===== src/rtl/avalon_button_led_slave_pkg.sv =====
// Shared definitions for the button/LED/switch Avalon-MM register block.
//   reg_addr_t      : 2-bit word address of a register
//   ADDR_*          : register map (STATUS, LED, EDGE, MASK)
//   SW_LSB/BTN_LSB  : field offsets inside the STATUS word
//   apply_byteenable: merges write data into an old word, one byte lane at a time
package button_led_pkg;

  typedef logic [1:0] reg_addr_t;

  localparam reg_addr_t ADDR_STATUS = 2'd0;
  localparam reg_addr_t ADDR_LED    = 2'd1;
  localparam reg_addr_t ADDR_EDGE   = 2'd2;
  localparam reg_addr_t ADDR_MASK   = 2'd3;

  localparam int SW_LSB  = 0;
  localparam int BTN_LSB = 16;

  function automatic logic [31:0] apply_byteenable(input logic [31:0] old_word,
                                                   input logic [31:0] new_word,
                                                   input logic [3:0]  byteenable);
    logic [31:0] merged;
    merged = old_word;
    for (int b = 0; b < 4; b++) begin
      if (byteenable[b]) merged[b*8 +: 8] = new_word[b*8 +: 8];
    end
    return merged;
  endfunction

endpackage


===== src/rtl/avalon_button_led_slave_if.sv =====
// Avalon-MM bus bundle between the Nios II data master and the button/LED slave.
//   avs_address/read/write/writedata/byteenable : master -> slave
//   avs_readdata/avs_irq                         : slave -> master
// Transfer semantics: avs_read and avs_write are single-cycle strobes with no
// waitrequest, so every strobe is accepted on the clock edge that samples it.
// A write takes effect on that edge; a read registers avs_readdata on that edge
// and the value is held until the next read.
interface avalon_button_led_slave_if;
  import button_led_pkg::*;

  reg_addr_t   avs_address;
  logic        avs_read;
  logic        avs_write;
  logic [31:0] avs_writedata;
  logic [3:0]  avs_byteenable;
  logic [31:0] avs_readdata;
  logic        avs_irq;

  modport slave (
    input  avs_address, avs_read, avs_write, avs_writedata, avs_byteenable,
    output avs_readdata, avs_irq
  );

  modport master (
    output avs_address, avs_read, avs_write, avs_writedata, avs_byteenable,
    input  avs_readdata, avs_irq
  );

endinterface


===== src/rtl/avalon_button_led_slave_debouncer.sv =====
// button_debouncer: one button channel.
//   clk, reset_n : clock, asynchronous active-low reset
//   btn_raw      : raw asynchronous button (active high)
//   btn_db       : debounced level
//   btn_rise     : one-cycle pulse the cycle after btn_db goes 0->1
// The synchronised input must differ from the debounced value for
// DEBOUNCE_CYCLES consecutive cycles before it is accepted; any return to the
// debounced value restarts the count, so bounces shorter than that are dropped.
module button_debouncer #(
  parameter int DEBOUNCE_CYCLES = 500000
) (
  input  logic clk,
  input  logic reset_n,
  input  logic btn_raw,
  output logic btn_db,
  output logic btn_rise
);

  localparam int CW = (DEBOUNCE_CYCLES > 1) ? $clog2(DEBOUNCE_CYCLES) : 1;
  localparam logic [CW-1:0] CNT_MAX = CW'(DEBOUNCE_CYCLES - 1);

  logic          sync_meta;
  logic          sync_q;
  logic          db_q;
  logic          db_d;
  logic [CW-1:0] cnt_q;

  always_ff @(posedge clk or negedge reset_n) begin
    if (!reset_n) begin
      sync_meta <= 1'b0;
      sync_q    <= 1'b0;
      db_q      <= 1'b0;
      db_d      <= 1'b0;
      cnt_q     <= '0;
    end else begin
      sync_meta <= btn_raw;
      sync_q    <= sync_meta;
      db_d      <= db_q;
      if (sync_q != db_q) begin
        if (cnt_q == CNT_MAX) begin
          db_q  <= sync_q;
          cnt_q <= '0;
        end else begin
          cnt_q <= cnt_q + 1'b1;
        end
      end else begin
        cnt_q <= '0;
      end
    end
  end

  assign btn_db   = db_q;
  assign btn_rise = db_q & ~db_d;

endmodule


===== src/rtl/avalon_button_led_slave.sv =====
// avalon_button_led_slave: Avalon-MM register block for buttons, switches, LEDs.
//   clk, reset_n : 50 MHz clock, asynchronous active-low reset
//   bus          : Avalon-MM slave modport (address/read/write/data/irq)
//   btn_in       : raw buttons, active high
//   sw_in        : raw switches
//   led_out      : LED drive
// Register map: 0 STATUS (RO), 1 LED (RW, byte-enabled), 2 EDGE (RW1C),
// 3 MASK (RW). Define BTN_IRQ_EN to build the MASK register and avs_irq;
// without it address 3 reads zero and avs_irq is tied low.
module avalon_button_led_slave
  import button_led_pkg::*;
#(
  parameter int NUM_BTN         = 3,
  parameter int NUM_SW          = 8,
  parameter int NUM_LED         = 8,
  parameter int DEBOUNCE_CYCLES = 500000
) (
  input  logic                        clk,
  input  logic                        reset_n,
  avalon_button_led_slave_if.slave    bus,
  input  logic [NUM_BTN-1:0]          btn_in,
  input  logic [NUM_SW-1:0]           sw_in,
  output logic [NUM_LED-1:0]          led_out
);

  logic [NUM_SW-1:0]  sw_meta;
  logic [NUM_SW-1:0]  sw_sync;
  logic [NUM_BTN-1:0] btn_db;
  logic [NUM_BTN-1:0] btn_rise;
  logic [NUM_BTN-1:0] edge_q;
  logic [NUM_BTN-1:0] edge_clr;
  logic [NUM_BTN-1:0] edge_next;
  logic [NUM_LED-1:0] led_q;
  logic [31:0]        led_merged;
  logic [31:0]        rd_mux;
  logic [31:0]        readdata_q;
  logic               wr_led;
  logic               wr_edge;

  for (genvar i = 0; i < NUM_BTN; i++) begin : g_btn
    button_debouncer #(.DEBOUNCE_CYCLES(DEBOUNCE_CYCLES)) u_debouncer (
      .clk      (clk),
      .reset_n  (reset_n),
      .btn_raw  (btn_in[i]),
      .btn_db   (btn_db[i]),
      .btn_rise (btn_rise[i])
    );
  end

  assign wr_led  = bus.avs_write && (bus.avs_address == ADDR_LED);
  assign wr_edge = bus.avs_write && (bus.avs_address == ADDR_EDGE) && bus.avs_byteenable[0];

  always_comb begin
    led_merged = apply_byteenable(32'(led_q), bus.avs_writedata, bus.avs_byteenable);
    edge_clr   = '0;
    if (wr_edge) edge_clr = bus.avs_writedata[NUM_BTN-1:0];
    // Rise is ORed in after the clear so a simultaneous new edge is never lost.
    edge_next = (edge_q & ~edge_clr) | btn_rise;
  end

  always_ff @(posedge clk or negedge reset_n) begin
    if (!reset_n) begin
      sw_meta <= '0;
      sw_sync <= '0;
      led_q   <= '0;
      edge_q  <= '0;
    end else begin
      sw_meta <= sw_in;
      sw_sync <= sw_meta;
      edge_q  <= edge_next;
      if (wr_led) led_q <= led_merged[NUM_LED-1:0];
    end
  end

`ifdef BTN_IRQ_EN
  logic [NUM_BTN-1:0] mask_q;
  logic               irq_q;

  always_ff @(posedge clk or negedge reset_n) begin
    if (!reset_n) begin
      mask_q <= '0;
      irq_q  <= 1'b0;
    end else begin
      if (bus.avs_write && (bus.avs_address == ADDR_MASK) && bus.avs_byteenable[0])
        mask_q <= bus.avs_writedata[NUM_BTN-1:0];
      irq_q <= |(edge_q & mask_q);
    end
  end

  assign bus.avs_irq = irq_q;
`else
  assign bus.avs_irq = 1'b0;
`endif

  // Read mux samples current register contents, so a read in the same cycle
  // as a write returns the pre-write value.
  always_comb begin
    rd_mux = '0;
    case (bus.avs_address)
      ADDR_STATUS: begin
        rd_mux[SW_LSB  +: NUM_SW]  = sw_sync;
        rd_mux[BTN_LSB +: NUM_BTN] = btn_db;
      end
      ADDR_LED:  rd_mux[NUM_LED-1:0] = led_q;
      ADDR_EDGE: rd_mux[NUM_BTN-1:0] = edge_q;
`ifdef BTN_IRQ_EN
      ADDR_MASK: rd_mux[NUM_BTN-1:0] = mask_q;
`endif
      default: rd_mux = '0;
    endcase
  end

  always_ff @(posedge clk or negedge reset_n) begin
    if (!reset_n)          readdata_q <= '0;
    else if (bus.avs_read) readdata_q <= rd_mux;
  end

  assign bus.avs_readdata = readdata_q;
  assign led_out          = led_q;

endmodule

===== src/flat_wrapper.sv =====
// flat-port wrapper written by rule: the top's interface ports become plain ports
module avalon_button_led_slave_flat import button_led_pkg::*;
#(
  parameter int NUM_BTN         = 3,
  parameter int NUM_SW          = 8,
  parameter int NUM_LED         = 8,
  parameter int DEBOUNCE_CYCLES = 500000
)
  (clk, reset_n, btn_in, sw_in, led_out, bus_avs_address, bus_avs_read, bus_avs_write, bus_avs_writedata, bus_avs_byteenable, bus_avs_readdata, bus_avs_irq);
  avalon_button_led_slave_if bus_i ();
  input  logic clk;
  input  logic reset_n;
  input  logic [NUM_BTN-1:0] btn_in;
  input  logic [NUM_SW-1:0] sw_in;
  output logic [NUM_LED-1:0] led_out;
  input wire logic [$bits(bus_i.avs_address)-1:0] bus_avs_address;
  input wire logic [$bits(bus_i.avs_read)-1:0] bus_avs_read;
  input wire logic [$bits(bus_i.avs_write)-1:0] bus_avs_write;
  input wire logic [$bits(bus_i.avs_writedata)-1:0] bus_avs_writedata;
  input wire logic [$bits(bus_i.avs_byteenable)-1:0] bus_avs_byteenable;
  output wire logic [$bits(bus_i.avs_readdata)-1:0] bus_avs_readdata;
  output wire logic [$bits(bus_i.avs_irq)-1:0] bus_avs_irq;
  assign bus_i.avs_address = bus_avs_address;
  assign bus_i.avs_read = bus_avs_read;
  assign bus_i.avs_write = bus_avs_write;
  assign bus_i.avs_writedata = bus_avs_writedata;
  assign bus_i.avs_byteenable = bus_avs_byteenable;
  assign bus_avs_readdata = bus_i.avs_readdata;
  assign bus_avs_irq = bus_i.avs_irq;
  avalon_button_led_slave #(.NUM_BTN(NUM_BTN), .NUM_SW(NUM_SW), .NUM_LED(NUM_LED), .DEBOUNCE_CYCLES(DEBOUNCE_CYCLES)) u_core (.clk(clk), .reset_n(reset_n), .bus(bus_i), .btn_in(btn_in), .sw_in(sw_in), .led_out(led_out));
endmodule

===== config.mk =====
export PLATFORM = sky130hd
export DESIGN_NAME = avalon_button_led_slave_flat
export DESIGN_NICKNAME = d
export VERILOG_FILES = /design/src/rtl/avalon_button_led_slave_pkg.sv /design/src/rtl/avalon_button_led_slave_if.sv /design/src/rtl/avalon_button_led_slave_debouncer.sv /design/src/rtl/avalon_button_led_slave.sv /design/src/flat_wrapper.sv
export SDC_FILE = /design/constraint.sdc
export NUM_CORES = 1
export LEC_CHECK = 0
export ABC_AREA = 1
export BUFFER_PORTS_ARGS = -buffer_cell sky130_fd_sc_hd__buf_2
export CAP_MARGIN = 0
export CORE_ASPECT_RATIO = 0.7
export CORE_UTILIZATION = 55
export CTS_CLUSTER_SIZE = 28
export DETAILED_ROUTE_END_ITERATION = 8
export PLACE_DENSITY = 0.79
export REMOVE_ABC_BUFFERS = 1
export SYNTH_ARGS = -nofsm -noshare
export SYNTH_HDL_FRONTEND = slang
export SYNTH_SLANG_ARGS = --single-unit

===== constraint.sdc =====
create_clock -name clk -period 1.6 [get_ports clk]
set_input_delay 0 -clock clk [delete_from_list [all_inputs] [get_ports clk]]
set_output_delay 0 -clock clk [all_outputs]
set_load 0.1 [all_outputs]

# [Word level (Yosys, flattened, before mapping)]
# Index checks and enable logic that the tools add are counted.
# W data, S select, Z words.
[classes] bitwise_logic=9 multipliers=0 magnitude_cmp=0 addsub=3 mux=10 div=0 shift=0 eq_ne=8 n_reduce_logical=8
[ops] operator="$mux W19" n=6
[ops] operator="$add A19 B1 Y19 const B" n=3
[ops] operator="$eq A19 B19 Y1 const B" n=3
[ops] operator="$pmux W5 S2" n=1
[ops] operator="$pmux W3 S3" n=1
[ops] operator="$reduce_and A2 Y1" n=4
[ops] operator="$mux W3" n=2
[ops] operator="$and A1 B1 Y1" n=3
[ops] operator="$and A3 B3 Y3" n=1
[ops] operator="$logic_and A1 B1 Y1" n=3
[ops] operator="$ne A1 B1 Y1" n=3
[ops] operator="$not A1 Y1" n=3
[ops] operator="$not A3 Y3" n=1
[ops] operator="$or A3 B3 Y3" n=1
[ops] operator="$eq A2 B1 Y1 const B" n=1
[ops] operator="$eq A2 B2 Y1 const B" n=1
[ops] operator="$logic_not A2 Y1" n=1
[word_totals] latchBits=0 wordCells=58 register_bits=107 input_bits=53 out_inout_bits=41 mem_count=0 ram_bits=0 rom_bits=0

# [Logic depth before layout (Yosys ltp)]
# Gate-level depths: netlist (run 1).
[logic_depth] ltp_word=7 depth_mapped=9

# [Hierarchy]
# A second synthesis (run 1) with hierarchy kept.
[unflattened] hier_cells=620 hier_area_um2=5301.3
[modules_own_cells] module="button_debouncer" instances=3 area_per_inst_um2=1223.7 seq_area_each_um2=575.6 cells_each=150
[modules_own_cells] module="avalon_button_led_slave" instances=1 area_per_inst_um2=1630.3 seq_area_each_um2=950.9 cells_each=170

# [Worst setup path before layout (run 1)]
# Ideal clock, no wire load.
[synth_path] kind="flip-flop to flip-flop" from="reg u_core.led_q[0] (netlist: u_core.led_out[0])" to="reg u_core.readdata_q[0] (netlist: u_core.bus.avs_readdata[0])" n_path_buf=0 setup_time_ps=125 path_slack_ps=244 stages_incl_launch_ff=4 t_arrival_ps=1231 period_less_slack_ps=1356 cell_sequence="dfrtp_1 nand2_1 nand3_1 mux2_2"
[synth_via] elab_chain_cells=1
[synth_lines] element="start: declaration" line="avalon_button_led_slave.sv:33" source="logic [NUM_LED-1:0] led_q;"
[synth_lines] element="start signal: assignment" line="avalon_button_led_slave.sv:71" source="if (wr_led) led_q <= led_merged[NUM_LED-1:0];"
[synth_lines] element="$pmux W3 S3" line="avalon_button_led_slave.sv:99" source="case (bus.avs_address)"
[synth_lines] element="end signal: assignment" line="avalon_button_led_slave.sv:115" source="else if (bus.avs_read) readdata_q <= rd_mux;"
[synth_lines] element="end: declaration" line="avalon_button_led_slave.sv:36" source="logic [31:0] readdata_q;"
# Every way passes these cells.
# A chain may end at the register's enable or synchronous reset.

# [Worst setup path after layout (run 1)]
[layout_path] from="reg u_core.g_btn[1].u_debouncer.cnt_q[0]" to="reg u_core.g_btn[1].u_debouncer.cnt_q[18]"
[layout_via] elab_chain_cells=3 word_cells_on_any_way=4
[layout_lines] element="start: declaration" line="avalon_button_led_slave_debouncer.sv:26" source="logic [CW-1:0] cnt_q;"
[layout_lines] element="start signal: assignment" line="avalon_button_led_slave_debouncer.sv:44" source="cnt_q <= cnt_q + 1'b1;"
[layout_lines] element="$add A19 B1 Y19 or $eq A19 B19 Y1 (tied branches)" line="avalon_button_led_slave_debouncer.sv:44, avalon_button_led_slave_debouncer.sv:40"
[layout_lines] element="$mux W19 (*)" line="avalon_button_led_slave_debouncer.sv:40" source="if (cnt_q == CNT_MAX) begin"
[layout_lines] element="$mux W19 (*)" line="avalon_button_led_slave_debouncer.sv:39" source="if (sync_q != db_q) begin"
# Every way passes the cells marked *; elsewhere a longest branch is shown, timed or not.

==> results of run 1 <==
## layer usage
metal,vias to the layer above,share of wire
met4,0,0.0078
met1,2019,0.48
met2,136,0.46
li1,2083,-
met3,7,0.053
met5,-,0
## worst register-to-register path: stages, from the launching register on
cell and delay (ns):
dfrtp_1 0.37, ha_1 0.21, nand2_1 0.13, nor2_1 0.16
nand2_2 0.15, nor2_4 0.16, nand3_1 0.08, nand3_1 0.07
nor2_1 0.05
## repair_timing
item,4_1_cts,5_1_grt
hold endpoints to repair,100,0
resized for setup,0,1
hold buffers,20,0
setup endpoints to repair,0,1
## state kept, by name, summed over array words and instances (netlist names)
signal,flops
u_core.g_btn.u_debouncer.cnt_q,57
u_core.bus.avs_readdata,11
u_core.led_out,8
u_core.sw_meta,8
u_core.sw_sync,8
u_core.edge_q,3
u_core.g_btn.u_debouncer.btn_db,3
u_core.g_btn.u_debouncer.db_d,3
u_core.g_btn.u_debouncer.sync_meta,3
u_core.g_btn.u_debouncer.sync_q,3
## logic make-up (layout without fill, tap and decap cells)
| logic type | Yosys count | in the layout | share of synthesized area |
|---|---|---|---|
| AO/OA/AOI/OAI | 37 | 37 | 0.0362 |
| XOR/XNOR | 31 | 31 | 0.0546 |
| adder cells (fa/ha/maj) | 3 | 3 | 0.00697 |
| buffers and inverters | 102 | 158 | 0.0885 |
| flip-flops | 107 | 107 | 0.497 |
| multiplexers | 8 | 8 | 0.0195 |
| other | 1 | 22 | 0.000696 |
| AND/OR/NAND/NOR | 356 | 356 | 0.297 |
## placed cells by master, fill, tap and decap left out, types with 4 or more instances in the layout
cell type / Yosys / final
dfrtp_1: 107 / 107
nand3_1: 45 / 45
nor2_4: 10 / 10
clkbuf_16: 0 / 9
nor2_2: 7 / 8
o21ai_0: 16 / 16
inv_1: 69 / 69
a21oi_1: 9 / 9
buf_2: 3 / 43
xnor2_1: 8 / 8
xor2_1: 20 / 20
mux2_2: 4 / 4
inv_2: 6 / 6
nand2_2: 18 / 18
mux2_4: 4 / 4
a31oi_1: 5 / 5
nor2_1: 151 / 150
conb_1: 1 / 22
dlygate4sd3_1: 0 / 20
nand2_1: 109 / 109
o21ai_1: 5 / 5
## how the worst max path moves through the flow
stage	cells past startpoint	slack, ns	end
after CTS	8	0.14	u_core.g_btn[0].u_debouncer.cnt_q[18]
after global routing	8	0.03	u_core.g_btn[0].u_debouncer.cnt_q[18]
after detailed placement	8	0.15	u_core.g_btn[0].u_debouncer.cnt_q[18]
final	8	0.11	u_core.g_btn[1].u_debouncer.cnt_q[18]
after floorplan	3	0.24	u_core.bus.avs_readdata[0]
after global placement	8	0.19	u_core.g_btn[0].u_debouncer.cnt_q[18]
## power by group through the flow
stage | clock (mW) | sequential, mW | combinational (mW)
finish | 2.10 | 2.91 | 1.16
global route | 2.27 | 2.92 | 1.22
CTS | 2.17 | 2.91 | 1.17
detailed placement | 0 | 2.96 | 1.12
global placement | 0 | 2.95 | 1.11
floorplan | 0 | 3.45 | 0.395
## layout make-up
cell class                 instances  area [µm²]  area share
clock buffer                      10         239      0.0387
clock inverter                     6        46.3     0.00750
inverter                          75         282      0.0456
multi-input combinational        457        2320       0.375
sequential                       107        2680       0.434
tap                              124         155      0.0251
timing repair buffer              67         458      0.0742
==> flow_summary.json, run 1 <==
{
  "die_area_um2": 10200,
  "synth_area_um2": 5390,
  "dominantRegCellSynth": "dfrtp_1",
  "holdCritPathClass": "input pin to flip-flop",
  "pre_cts_ws_ns": 0.146,
  "cp.arrival_ns": 1.71,
  "grt_overflow": 0,
  "status": "completed",
  "yosys.area.top_type_share": 0.497,
  "grtUsageMet1": 0.328,
  "fillCellCount": 748,
  "drc": 0,
  "path_clk_slew_ns": 0.07,
  "wl_per_cell_um": 12.9,
  "synth.most_common_cell": "nor2_1",
  "ir_drop_uv": 676,
  "drtAntennaViolNets": 0,
  "cts_tree": "yes",
  "yosys-top-cells-area": "dfrtp_1, nor2_1, nand2_1",
  "whs_ns": 0.0171,
  "regToRegStartpoint": "u_core.g_btn[1].u_debouncer.cnt_q[0]",
  "clock_skew_ns": 0.00626,
  "post-route-min-period_ns": 1.49,
  "hold_depth": 4,
  "fin_nets": 773,
  "switchingPower_mw": 2.02,
  "yosysTopAreaCell": "dfrtp_1",
  "cts_setup_buffers": 0,
  "cp_slowest_stage_delay_ns": 0.37,
  "ys_seq_area_frac": 0.497,
  "routabilityCongestion": 0.906,
  "busiest_layer": "met2",
  "insertion_delay_ns": 0.34,
  "holdCritStartpoint": "bus_avs_address[1]",
  "antenna_found_initial": 0,
  "final_util": 0.665,
  "pin_count": 94,
  "min_to": "u_core.bus.avs_readdata[7]",
  "critical_path_class": "flip-flop to flip-flop",
  "grt_use_met2": 0.356,
  "avgSynthCellArea_um2": 8.35,
  "gr-usage-met3": 0.0464,
  "grt_max_degree": 39,
  "p_int_mw": 4.15,
  "drive_above_1_share": 0.169,
  "num_vias": 4245,
  "report.final.hold_viol_count": 0,
  "place_hpwl_um": 7720,
  "antenna_cells": 0,
  "grt_pass1_vias": 4003,
  "crit_start": "u_core.g_btn[1].u_debouncer.cnt_q[0]",
  "powerDensity_nw_per_um2": 1000,
  "maxCapViolCount": 0,
  "synth-edff-count": 0,
  "finalNonFillerCells": 846,
  "setup_viol": 0,
  "max_freq_mhz": 672,
  "synthArstFlopShare": 1.00,
  "synth_common_cells": "nor2_1, nand2_1, dfrtp_1",
  "setup_slack_ns": 0.112,
  "yosysUniqueCellTypes": 33,
  "reg2reg_to": "u_core.g_btn[1].u_debouncer.cnt_q[18]",
  "pwr-share-seq": 0.471,
  "core_um2": 9290,
  "finalCritPeriodShare": 0.930,
  "crit_slowest_cell": "dfrtp_1",
  "ys_ff_latch": 107,
  "r2r_slack_ns": 0.11,
  "routed_via_density": 5.02,
  "portBuffers": 44,
  "die-width_um": 120,
  "yosysWarnings": 0,
  "cp-start-kind": "flip-flop",
  "total_power_mw": 6.18,
  "placed_cells": 810,
  "cp_max_fo": 4,
  "power_frac_comb": 0.188,
  "first_pass_iters": 5,
  "tns_ns": 0,
  "track_usage": 0.228,
  "critical_path_buf_inv_count": 0,
  "clock-root-buffer": "clkbuf_16",
  "cts.sinks": 107,
  "fin_area_um2": 6170,
  "worstRegToRegCells": 8,
  "finalMaxSlewViolations": 0,
  "end_kind": "flip-flop",
  "critPathTopFamily": "simple AND/OR/NAND/NOR gates",
  "switching_share": 0.328,
  "drt_wl_total_um": 10900,
  "required_ns": 1.83,
  "placed_area_um2": 5690,
  "syn_inst": 645,
  "die_y_um": 84.8,
  "rsz0062_at_grt": "false",
  "initial_utilization": 0.580,
  "first_iter_violations": 288,
  "leakage_nw": 2.80,
  "syn_to_final_growth_pct": 14.6,
  "grt_pass1_wl_um": 18400,
  "clockBufferDepth": 2,
  "cts_max_level": 3,
  "crit_chain": "ha_1 -> nand2_1 -> nor2_1 -> nand2_2 -> nor2_4 -> nand3_1 -> nand3_1 -> nor2_1",
  "rows": 29,
  "numCtsBuffers": 9,
  "p_clk_frac": 0.341
}
(Power assumes the default switching activity.)
==> run 2: changes to the inputs <==
--- a/config.mk
+++ b/config.mk
@@ -12,6 +12,7 @@
 export CORE_UTILIZATION = 55
 export CTS_CLUSTER_SIZE = 28
 export DETAILED_ROUTE_END_ITERATION = 8
+export MAX_ROUTING_LAYER = met4
 export PLACE_DENSITY = 0.79
 export REMOVE_ABC_BUFFERS = 1
 export SYNTH_ARGS = -nofsm -noshare
==> constraint.sdc (replaced) <==
create_clock -name clk -period 1.8 [get_ports clk]
set_input_delay 0 -clock clk [delete_from_list [all_inputs] [get_ports clk]]
set_output_delay 0 -clock clk [all_outputs]
set_load 0.1 [all_outputs]
==> run 2 against run 1 <==
Effect of this change: sequential power shrank 11%; clock power down 8%; register-to-register slack improved by 0.27 ns; largest cell class unchanged; global-route usage up 1.0 points; non-clock buffer count increased by 1; critical path type unchanged; worst hold slack gained 0.045 ns; clock skew rose by 0.0036 ns; utilization is 0.18 points higher; critical path depth stayed put; sequential cell count did not move; critical endpoint is now u_core.g_btn[1].u_debouncer.cnt_q[16]; sequential share of layout area fell by 0.11 points; die area unchanged.
==> flow_summary.json, run 2 (synthesis gave the netlist of run 1 again) <==
{
  "numCtsBuffers": 9,
  "final_util": 0.666,
  "num_vias": 4276,
  "grt_overflow": 0,
  "pin_count": 94,
  "routed_via_density": 5.05,
  "layout_commonest_cell": "nor2_1",
  "clock-root-buffer": "clkbuf_16",
  "drc": 0,
  "required_ns": 2.04,
  "largest_reg_flops": 57,
  "maxCapViolCount": 0,
  "powerDensity_nw_per_um2": 898,
  "fillCellCount": 750,
  "ir_drop_uv": 544,
  "path_clk_slew_ns": 0.07,
  "place_hpwl_um": 7960,
  "portBuffers": 44,
  "cp_max_fo": 4,
  "cts_tree": "yes",
  "status": "completed",
  "antenna_found_initial": 0,
  "regToRegStartpoint": "u_core.g_btn[1].u_debouncer.cnt_q[0]",
  "max_freq_mhz": 704,
  "track_usage": 0.238,
  "top_register": "u_core.g_btn.u_debouncer.cnt_q",
  "pre_cts_ws_ns": 0.400,
  "clockBufferDepth": 2,
  "antenna_cells": 0,
  "rows": 29,
  "setup_viol": 0,
  "drtAntennaViolNets": 0,
  "holdCritStartpoint": "bus_avs_address[0]",
  "holdCritPathClass": "input pin to flip-flop",
  "cp.arrival_ns": 1.66,
  "cts_max_level": 3,
  "regArea_um2": 2680,
  "core_um2": 9290,
  "setup_slack_ns": 0.379,
  "rsz0062_at_grt": "false",
  "finalCritPeriodShare": 0.789,
  "wl_per_cell_um": 13.2,
  "final_cell_mix": "nor2_1, nand2_1, dfrtp_1",
  "report.final.hold_viol_count": 0,
  "fin_nets": 774,
  "max_slew_margin": 0.609,
  "routabilityCongestion": 0.908,
  "cp-start-kind": "flip-flop",
  "drt_wl_total_um": 11200,
  "drive_above_1_share": 0.167,
  "post-route-min-period_ns": 1.42,
  "cts_repair_resize_count": 0,
  "max_slew.worst_pin.slew_ns": 0.587,
  "critical_path_class": "flip-flop to flip-flop",
  "first_iter_violations": 305,
  "die_area_um2": 10200,
  "multi_input_area_um2": 2310,
  "die-width_um": 120,
  "leakage_nw": 2.80,
  "first_pass_iters": 6,
  "syn_to_final_growth_pct": 14.9,
  "end_kind": "flip-flop",
  "initial_utilization": 0.580,
  "grt_pass1_wl_um": 18600,
  "placed_area_um2": 5690,
  "die_y_um": 84.8,
  "cts.sinks": 107,
  "grt_max_degree": 47,
  "finalMaxSlewViolations": 0,
  "grt_pass1_vias": 4067,
  "clock_skew_ns": 0.00990,
  "crit_start": "u_core.g_btn[1].u_debouncer.cnt_q[0]",
  "fin_area_um2": 6190,
  "insertion_delay_ns": 0.35,
  "tns_ns": 0
}
[run 2: cell types whose count changed in the layout (fill, tap and decap cells not counted), sizes merged]
| cell | previous run | this run |
|---|---|---|
| clkinv | 2 | 0 |
| clkinvlp | 1 | 2 |
| dlygate4sd3 | 20 | 21 |
| inv | 78 | 79 |
[run 2: through the flow]
| stage | cells | hold WS [ns] | power (mW) |
|---|---|---|---|
| after CTS | 847 | 0.0541 | 5.60 |
| after floorplan | 639 | -0.296 | 3.42 |
| after global placement | 810 | 0.0356 | 3.61 |
| after detailed placement | 810 | 0.0419 | 3.63 |
| after global routing | 847 | 0.0837 | 5.74 |
| final | 847 | 0.0625 | 5.56 |
[run 2: final timing paths]
| path | to | cells past startpoint | slack [ns] |
|---|---|---|---|
| worst min register to register | u_core.g_btn[2].u_debouncer.sync_q | 0 | 0.34 |
| min in group asynchronous | u_core.g_btn[2].u_debouncer.cnt_q[5] | 2 | 0.21 |
| worst max-delay path | u_core.g_btn[1].u_debouncer.cnt_q[16] | 8 | 0.38 |
| worst max register to register | u_core.g_btn[1].u_debouncer.cnt_q[16] | 8 | 0.38 |
| worst min-delay path | u_core.bus.avs_readdata[6] | 5 | 0.06 |
| max in group asynchronous | u_core.led_out[1] | 3 | 0.95 |
[run 2: power by group]
part	total, mW	switching (mW)	leakage, nW	internal [mW]
combinational	1.03	0.850	1.25	0.184
clock	1.94	0.932	0.140	1.01
sequential	2.59	0.0721	1.41	2.52
[run 2: worst max-delay path, stage by stage (launching register included)]
cell and delay (ns):
dfrtp_1 0.37, ha_1 0.21, nand2_1 0.11, nor2_1 0.13, nand2_2 0.14, nor2_4 0.13
nand2_1 0.06, nor2_1 0.10, nor2_1 0.06
[run 2: final cells by class]
type,count,area share
Clock buffer,10,0.0386
Inverter,75,0.0455
Tap cell,124,0.0251
Multi-Input combinational cell,457,0.374
Timing Repair Buffer,68,0.0756
Sequential cell,107,0.433
Clock inverter,6,0.00889
[run 2: routing by layer]
metal  GRT usage  part of all wire  wire, µm
met3      0.0497             0.046       515
met5           -                 0         0
met4      0.0640            0.0085        95
met1       0.320              0.48      5410
met2       0.371              0.46      5190
[run 2: timing repair]
item | 4_1_cts | 5_1_grt
hold buffers | 21 | 0
hold endpoints to repair | 64 | 0
buffers inserted | 0 | 0
==> run 3: changes to the inputs <==
==> constraint.sdc (replaced) <==
create_clock -name clk -period 1.4 [get_ports clk]
set_input_delay 0 -clock clk [delete_from_list [all_inputs] [get_ports clk]]
set_output_delay 0 -clock clk [all_outputs]
set_load 0.1 [all_outputs]
==> run 3 against run 2 <==
Effect of this change: first-iteration DRC count rose by 7.2%; via count rose by 1.4%; sequential power rose by 29%; global-route usage rose by 0.64 points; total power rose by 25%; clock skew fell by 0.0039 ns; fmax rose by 3.5%; critical path depth did not move; register-to-register slack got worse by 0.35 ns; critical path type unchanged; critical endpoint is now u_core.g_btn[2].u_debouncer.cnt_q[16]; largest power group unchanged.
==> flow_summary.json, run 3 (synthesis gave the netlist of run 1 again) <==
{
  "maxCapViolCount": 0,
  "track_usage": 0.245,
  "cts_max_level": 3,
  "end_kind": "flip-flop",
  "finalCritPeriodShare": 0.980,
  "first_pass_iters": 5,
  "initial_utilization": 0.580,
  "placed_cells": 817,
  "clockBufferDepth": 2,
  "route.met3.wl_um": 720,
  "leakage_nw": 2.89,
  "grt_overflow": 0,
  "clock-root-buffer": "clkbuf_16",
  "post-route-min-period_ns": 1.37,
  "portBuffers": 44,
  "worstRegToRegCells": 8,
  "cp-start-kind": "flip-flop",
  "cts.sinks": 107,
  "wl_met2_um": 5290,
  "die_y_um": 84.8,
  "grt_pass1_vias": 4014,
  "largest_reg_flops": 57,
  "path_clk_slew_ns": 0.07,
  "cp_max_fo": 5,
  "wl_per_cell_um": 13.4,
  "crit_chain": "ha_4 -> nand2_4 -> nor2_4 -> nand2_4 -> nor2_4 -> nand2_1 -> nor2_1 -> nor2_1",
  "place_hpwl_um": 8020,
  "grt_pass1_wl_um": 18900,
  "hold_depth": 3,
  "critical_path_class": "flip-flop to flip-flop",
  "holdCritPathClass": "input pin to flip-flop",
  "numCtsBuffers": 9,
  "setup_viol": 0,
  "routabilityCongestion": 0.982,
  "cts_tree": "yes",
  "clock_skew_ns": 0.00603,
  "cp_slowest_stage_delay_ns": 0.43,
  "num_vias": 4337,
  "fin_area_um2": 6380,
  "rows": 29,
  "rsz0062_at_grt": "true",
  "cp.arrival_ns": 1.61,
  "fin_nets": 786,
  "finalNonFillerCells": 857,
  "report.final.hold_viol_count": 0,
  "max_freq_mhz": 729,
  "core_um2": 9290,
  "top_register": "u_core.g_btn.u_debouncer.cnt_q",
  "placed_area_um2": 5750,
  "ir_drop_uv": 840,
  "m1WireLength_um": 5310,
  "final_cell_mix": "nor2_1, nand2_1, dfrtp_1",
  "powerDensity_nw_per_um2": 1090,
  "critical_path_buf_inv_count": 0,
  "antenna_found_initial": 0,
  "crit_slowest_cell": "dfrtp_1",
  "finalMaxSlewViolations": 0,
  "layout_commonest_cell": "nor2_1",
  "drtAntennaViolNets": 0,
  "tns_ns": 0,
  "status": "completed",
  "syn_to_final_growth_pct": 18.5,
  "drt_wl_total_um": 11500,
  "pin_count": 94,
  "crit_cells": 8,
  "highest_layer": "met4",
  "whs_ns": 0.0591,
  "critPathTopFamily": "simple AND/OR/NAND/NOR gates",
  "drive_above_1_share": 0.213,
  "drc": 0,
  "first_iter_violations": 327,
  "die-width_um": 120,
  "routed_via_density": 5.06,
  "grt_max_degree": 36,
  "die_area_um2": 10200,
  "required_ns": 1.64,
  "antenna_cells": 0,
  "insertion_delay_ns": 0.35
}
[run 3: final timing paths]
path	from	to	slack [ns]
hold / removal	bus_avs_read	u_core.bus.avs_readdata[4]	0.06
min in group asynchronous	reset_n	u_core.g_btn[2].u_debouncer.cnt_q[14]	0.15
setup / recovery	u_core.g_btn[2].u_debouncer.cnt_q[0]	u_core.g_btn[2].u_debouncer.cnt_q[16]	0.03
hold reg to reg	u_core.sw_meta[3]	u_core.sw_sync[3]	0.35
max in group asynchronous	reset_n	u_core.g_btn[0].u_debouncer.cnt_q[10]	0.64
setup reg to reg	u_core.g_btn[2].u_debouncer.cnt_q[0]	u_core.g_btn[2].u_debouncer.cnt_q[16]	0.03
[run 3: worst reg2reg max path: stages, from the launching register on]
cell	delay, ns
dfrtp_1	0.43
ha_4	0.19
nand2_4	0.07
nor2_4	0.13
nand2_4	0.09
nor2_4	0.13
nand2_1	0.06
nor2_1	0.11
nor2_1	0.05
[run 3: repair_timing]
action	CTS	global route
hold buffers	21	0
resized for setup	0	39
endpoints found under the setup margin	0	36
buffers inserted	0	5
hold endpoints to repair	103	0
[run 3: report_power, final]
group / switching, mW / internal, mW / total (mW) / leakage, nW
logic: 1.10 / 0.265 / 1.37 / 1.38
registers: 0.0982 / 3.24 / 3.33 / 1.39
clock network: 1.08 / 1.19 / 2.27 / 0.121
total: 2.28 / 4.69 / 6.97 / 2.89
[run 3: layout make-up]
cell class                      instances  area [µm²]
Fill cell                             704        2900
Sequential cell                       107        2690
Multi-Input combinational cell        457        2430
Timing Repair Buffer                   80         571
Inverter                               75         282
Clock buffer                           10         229
Tap cell                              124         155
Clock inverter                          4        28.8
[run 3: per-layer routing]
layer,global-route usage,vias up
met1,0.339,2069
li1,-,2111
met2,0.362,142
met4,0.0853,0
met5,-,-
met3,0.0484,15
[run 3: stage by stage]
stage                     setup slack [ns]   util  power (mW)
after floorplan                     0.0440      -        4.39
after global placement              0.0694  0.619        4.66
after detailed placement            0.0252  0.619        4.69
after CTS                         0.000107  0.669        7.00
after global routing               -0.0603  0.687        7.21
final                               0.0282  0.687        6.97
